$ cat src/rtl/xor_stream_acc.sv
// Frame XOR accumulator: folds a last-framed word stream into one XOR word.
// Each frame's result (word, parity, saturating count) leaves via a valid/ready handshake.
module xor_stream_acc #(
    parameter int unsigned WIDTH = 8,
    parameter int unsigned CNT_W = 8
) (
    input  logic             clk,
    input  logic             rst,
    input  logic             clr,
    input  logic             in_valid,
    output logic             in_ready,
    input  logic [WIDTH-1:0] in_data,
    input  logic             in_last,
    output logic             out_valid,
    input  logic             out_ready,
    output logic [WIDTH-1:0] out_data,
    output logic             out_parity,
    output logic [CNT_W-1:0] out_count,
    output logic             out_ovf
);

    typedef enum logic {
        ST_ACC = 1'b0,
        ST_OUT = 1'b1
    } state_t;

    localparam logic [CNT_W-1:0] CNT_MAX = '1;

    state_t           state_q, state_d;
    logic [WIDTH-1:0] acc_q, acc_d;
    logic [CNT_W-1:0] cnt_q, cnt_d;
    logic             ovf_q, ovf_d;
    logic             load_c;

    logic             accept_c;
    logic             handshake_c;
    logic             cnt_sat_c;
    logic [WIDTH-1:0] acc_x_c;
    logic [CNT_W-1:0] cnt_inc_c;
    logic             ovf_inc_c;

    // Value of the running frame state if the current word is folded in
    assign accept_c    = in_valid & in_ready;
    assign handshake_c = out_valid & out_ready;
    assign cnt_sat_c   = (cnt_q == CNT_MAX);
    assign acc_x_c     = acc_q ^ in_data;
    assign cnt_inc_c   = cnt_sat_c ? cnt_q : cnt_q + CNT_W'(1);
    assign ovf_inc_c   = ovf_q | cnt_sat_c;

    // Next-state and accumulator update; clr overrides everything but rst
    always_comb begin
        state_d = state_q;
        acc_d   = acc_q;
        cnt_d   = cnt_q;
        ovf_d   = ovf_q;
        load_c  = 1'b0;
        if (clr) begin
            state_d = ST_ACC;
            acc_d   = '0;
            cnt_d   = '0;
            ovf_d   = 1'b0;
        end else begin
            case (state_q)
                ST_ACC: begin
                    if (accept_c) begin
                        if (in_last) begin
                            load_c  = 1'b1;
                            state_d = ST_OUT;
                            acc_d   = '0;
                            cnt_d   = '0;
                            ovf_d   = 1'b0;
                        end else begin
                            acc_d = acc_x_c;
                            cnt_d = cnt_inc_c;
                            ovf_d = ovf_inc_c;
                        end
                    end
                end
                ST_OUT: begin
                    if (handshake_c) begin
                        state_d = ST_ACC;
                    end
                end
                default: state_d = ST_ACC;
            endcase
        end
    end

    // State, accumulator and registered outputs; result fields only change on load
    always_ff @(posedge clk or posedge rst) begin
        if (rst) begin
            state_q    <= ST_ACC;
            acc_q      <= '0;
            cnt_q      <= '0;
            ovf_q      <= 1'b0;
            in_ready   <= 1'b0;
            out_valid  <= 1'b0;
            out_data   <= '0;
            out_parity <= 1'b0;
            out_count  <= '0;
            out_ovf    <= 1'b0;
        end else begin
            state_q   <= state_d;
            acc_q     <= acc_d;
            cnt_q     <= cnt_d;
            ovf_q     <= ovf_d;
            in_ready  <= (state_d == ST_ACC);
            out_valid <= (state_d == ST_OUT);
            if (load_c) begin
                out_data   <= acc_x_c;
                out_parity <= ^acc_x_c;
                out_count  <= cnt_inc_c;
                out_ovf    <= ovf_inc_c;
            end
        end
    end

endmodule

$ cat config.mk
export PLATFORM = sky130hd
export DESIGN_NAME = xor_stream_acc
export DESIGN_NICKNAME = d
export VERILOG_FILES = /design/src/rtl/xor_stream_acc.sv
export SDC_FILE = /design/constraint.sdc
export NUM_CORES = 1
export LEC_CHECK = 0
export ABC_AREA = 1
export BUFFER_PORTS_ARGS = -buffer_cell sky130_fd_sc_hd__buf_2
export CORE_MARGIN = 3
export CORE_UTILIZATION = 55
export DETAILED_ROUTE_END_ITERATION = 16
export PLACE_DENSITY = 0.76
export SETUP_SLACK_MARGIN = 0.05
export SYNTH_ARGS = -nofsm -noshare
export SYNTH_HDL_FRONTEND = slang
export SYNTH_SLANG_ARGS = --single-unit
$ cat constraint.sdc
create_clock -name clk -period 1.7 [get_ports clk]
set_input_delay 0.085 -clock clk [delete_from_list [all_inputs] [get_ports clk]]
set_output_delay 0.085 -clock clk [all_outputs]
set_load 0.05 [all_outputs]
Word-level counts from Yosys, hierarchy flattened. Index checks and enable logic that the tools add are counted.

Flip-flop bits (word level): 37. Latch bits: 0. Bits in writable memories: 0. ROM bits: 0. Output and inout port bits: 20. Logic and storage cells: 41. Memories: 0.

$add $sub $neg: 1. $mul: 0. Divide/modulo/power cells: 0. Order comparisons: 0. Eq/ne operators: 2. Shift-type cells: 0. Multiplexer cells: 20. Bitwise logic cells: 6. Reduce and logical (&&, ||, !) cells: 3.

Operator list (count): two-way mux 8 bit (9); two-way mux 1 bit (10); adder 8 x 1 -> 8 bit (second input constant) (1); == test 8 bit (second input constant) (1); XOR reduction 8 bit (1); XOR 8 bit (1); AND 1 bit (2); inequality test 2 bit (second input constant) (1); inverter 1 bit (2); case mux 1 bit (2 select lines) (1); AND reduction 2 bit (1); nonzero test 2 bit (1); bitwise OR 1 bit (1).

Longest topological paths before layout.
Word-level depth: 6. Mapped depth: 11.

Worst setup path before layout. Ideal clock, no wire load.

Kind: register to register. From: register in_ready. To: register out_data[0]. Setup time: 120 ps. Arrival: 1564 ps. Slack: 16 ps. Cell stages (with the launch flop): 9. Clock period less this slack: 1684 ps. Cells stage by stage: dfrtp_1 > nand2_1 > nor2_2 > inv_2 > nor3_4 > inv_4 > buf_6 > nand2_1 > o21ai_2.

Cells in the longest elaborated chain, start to end: 4.

Ends and longest elaborated chain: start, declared (RTL line 11) `output logic in_ready,`; start signal, assigned (RTL line 107) `in_ready <= (state_d == ST_ACC);`; AND 1 bit (RTL line 43) `assign accept_c = in_valid & in_ready;`; two-way mux 1 bit (RTL line 65) `if (accept_c) begin`; two-way mux 1 bit (RTL line 63) `case (state_q)`; two-way mux 1 bit (RTL line 57) `if (clr) begin`; end signal, assigned (RTL line 98) `out_data <= '0;`; end signal, assigned (RTL line 110) `out_data <= acc_x_c;`; end, declared (RTL line 16) `output logic [WIDTH-1:0] out_data,`.

Every way passes these cells. A chain may end at the register's enable or synchronous reset.

Final worst setup path.
From: register cnt_q[1]. To: register out_count[5].

Cells in the longest elaborated chain, start to end: 2. Elaborated cells between the ends (all ways): 3. Classes of those cells: add/sub (1); eq/ne (1); mux (1).

Ends and longest elaborated chain: start, declared (RTL line 31) `logic [CNT_W-1:0] cnt_q, cnt_d;`; start signal, assigned (RTL line 105) `cnt_q <= cnt_d;`; adder 8 x 1 -> 8 bit or == test 8 bit (tied branches) (RTL line 47, 45); two-way mux 8 bit (*) (RTL line 47) `assign cnt_inc_c = cnt_sat_c ? cnt_q : cnt_q + CNT_W'(1);`; end signal, assigned (RTL line 112) `out_count <= cnt_inc_c;`; end, declared (RTL line 18) `output logic [CNT_W-1:0] out_count,`.

Every way passes the cells marked *; elsewhere a longest branch is shown, timed or not.

==> results.md <==
- Library cells used by synthesis: 23
- Io pins: 34
- Max Freq: 655 MHz
- CP Class: reg2reg
- Worst IR Drop VDD: 0.560 mV
- RR Startpoint: cnt_q[1]
- CP endpoint kind: flop
- Crit-path cells: ha_1, nand2_2, nor3_4, nand3_4, buf_4, a31oi_1
- Status: finished, final reports clean
- DIE AREA: 0.00431 mm2
- DRT Pass-1 Iters: 4
- DR vias: 1729
- First DRT Iteration DRCs: 85
- Hold Fails Final Rpt: 0
- Post-Layout Cell Count: 349
- Initial Utilization: 57.7%
- Least-Margin Pin Slew: 0.459 ns
- Gpl congestion: 0.878
- Mean routed wirelength per cell: 11.5 um
- Post-Syn Instances: 257
- CP Max Fanout: 9
- Synth Net Count: 272
- FF-to-FF setup slack: 0.17 ns
- Crit share post-route: 89.8%
- CTS root buf: clkbuf_4
- Avg Cell Area, Syn: 7.61 um2
- Power Dens Cells: 954 mW/mm2
- Hold Path End: in_ready
- Crit path max-delay family: simple AND/OR/NAND/NOR gates
- Clock sink count: 37
- R2r worst-path depth: 6
- Diodes inserted: 0
- Worst hold stages: 3
- Grt ovf: 0
- Die W: 65.6 um
- Overall routed net length: 4020 um
- DP Area: 0.00221 mm2
- Initial antenna violation count: 0
- Fin area: 0.00230 mm2
- Largest net degree at the start of global routing: 29
- Min-delay src: clr
- Worst-path clk slew: 0.11 ns
- Tot GR Track Use: 21.6%
- Fin Setup TNS: 0 ns
- Unrepaired setup endpoints after global routing: false
- Worst path arrival time: 1.79 ns
- Commonest non-fill, non-tap cell in the layout: nand2_1
- Setup Viol. Count Final: 0
- Nets@finish: 318
- Fin util: 67.8%
- Seq cells post-synth: 37
- Clock Path Buffers: 2
- Final Critical Period: 1.53 ns
- Layout cells sized above 1: 22.4%
- Global-route wire length before repair: 7110 um
- Vias/cell: 4.95
- Post-Syn Area: 0.00196 mm2
- Synth warnings: 0
- Std cell rows: 21
- Synth-to-Final Area Change: 17.5%
- Maxcap violations: 0
- Final worst clock skew: 0.00662 ns
- Buf/Inv on CP: 1
- Port bufs: 33
- CP required: 1.97 ns
- Static Leak: 1.27 nW
- Sequential area share after synthesis: 47.3%
- CTS tree: yes
- Worst rel slew slack: 69.4%
- Vias in the first global route: 1593
- DRC violations left: 0
- Max incr delay on CP: 0.42 ns
- TritonCTS Buffers: 5
- Startpoint types: flop
- H-Tree Depth: 2
- Post-DRT Antenna Nets: 0
- Slowest CP cell: dfrtp_2
- Final slew viol count: 0
- R2R Path End: out_count[5]
- Dpl cells: 338
- Type of the worst min-delay path: in2reg
- Die span in y: 65.6 um
- Core Region: 0.00339 mm2
- Most frequent cells in the layout: nand2_1, dfrtp_1, inv_1
- Worst-Skew Late Latency: 0.35 ns
- Hpwl dp: 2940 um
==> kinds of logic after synthesis <==
kind of cell,count (synthesis),synth area share [%]
AO/OA/AOI/OAI,35,10.8
XOR/XNOR,4,1.79
adder cells (fa/ha/maj),1,0.640
buffers and inverters,41,8.77
flip-flops,37,47.3
AND/OR/NAND/NOR,139,30.6
==> how the worst max path moves through the flow <==
stage | slack (ns) | from | end | cells past startpoint
after global routing | 0.05 | cnt_q[1] | out_count[5] | 6
after floorplan | 0.1 | state_q | out_data[0] | 7
final | 0.17 | cnt_q[1] | out_count[5] | 6
after detailed placement | 0.13 | cnt_q[1] | out_count[4] | 8
after global placement | 0.20 | cnt_q[1] | out_count[1] | 6
after CTS | 0.10 | cnt_q[1] | out_count[4] | 8
==> what timing repair did <==
action | in CTS | in global routing
endpoints found under the setup margin | 0 | 10
hold buffers | 2 | 0
gates resized for setup | 0 | 1
hold endpoints to repair | 10 | 0
setup buffers | 0 | 2
==> layer usage <==
| layer | up-vias | track usage (%) | share of wire, % |
|---|---|---|---|
| li1 | 895 | - | - |
| met1 | 787 | 28.0 | 46 |
| met2 | 39 | 35.7 | 48 |
| met3 | 8 | 4.10 | 4.0 |
| met4 | 0 | 7.77 | 1.8 |
| met5 | - | 0 | 0 |
==> cell usage after synthesis (all sizes together) <==
cell	number	share of area, %
o21ai	30	9.2
inv	37	7.2
a31oi	3	0.96
nor3	3	1.9
xnor2	2	0.90
ha	1	0.64
clkbuf	2	0.38
nand2	109	21
buf	2	1.2
nand3	17	5.0
dfrtp	37	47
xor2	2	0.90
nand4	2	0.64
o22ai	2	0.64
nor2	8	1.9
==> metrics by stage <==
| stage | total power, mW | setup WS, ns | hold slack (ns) |
|---|---|---|---|
| final | 2.19 | 0.173 | 0.0391 |
| after global routing | 2.32 | 0.0528 | 0.0517 |
| after CTS | 2.21 | 0.101 | 0.0302 |
| after detailed placement | 1.73 | 0.126 | 0.113 |
| after global placement | 1.71 | 0.203 | 0.105 |
| after floorplan | 1.56 | 0.0986 | 0.245 |
==> tightest hold or removal path, cell delays in order <==
cell,delay (ns)
buf_2,0.14
inv_1,0.05
a31oi_1,0.08
==> flip-flops by register name, indices dropped and copies added (netlist names) <==
| name | count |
|---|---|
| out_data | 8 |
| in_ready | 1 |
| out_count | 8 |
| out_parity | 1 |
| acc_q | 8 |
| ovf_q | 1 |
| state_q | 1 |
| cnt_q | 8 |
| out_ovf | 1 |
==> area by class of cell <==
class | instances | area, um2
clock buffers | 7 | 55.1
fillers | 266 | 1090
inverters | 37 | 141
multi-input cells | 179 | 858
flip-flops and latches | 37 | 928
well taps | 46 | 57.6
repair buffers | 43 | 258
==> report_power, final <==
part	internal, mW	switching [mW]
Clock	0.195	0.288
Sequential	0.971	0.0501
Combinational	0.182	0.507
Total	1.35	0.845
Note: power is estimated with default switching activity, not from simulation.
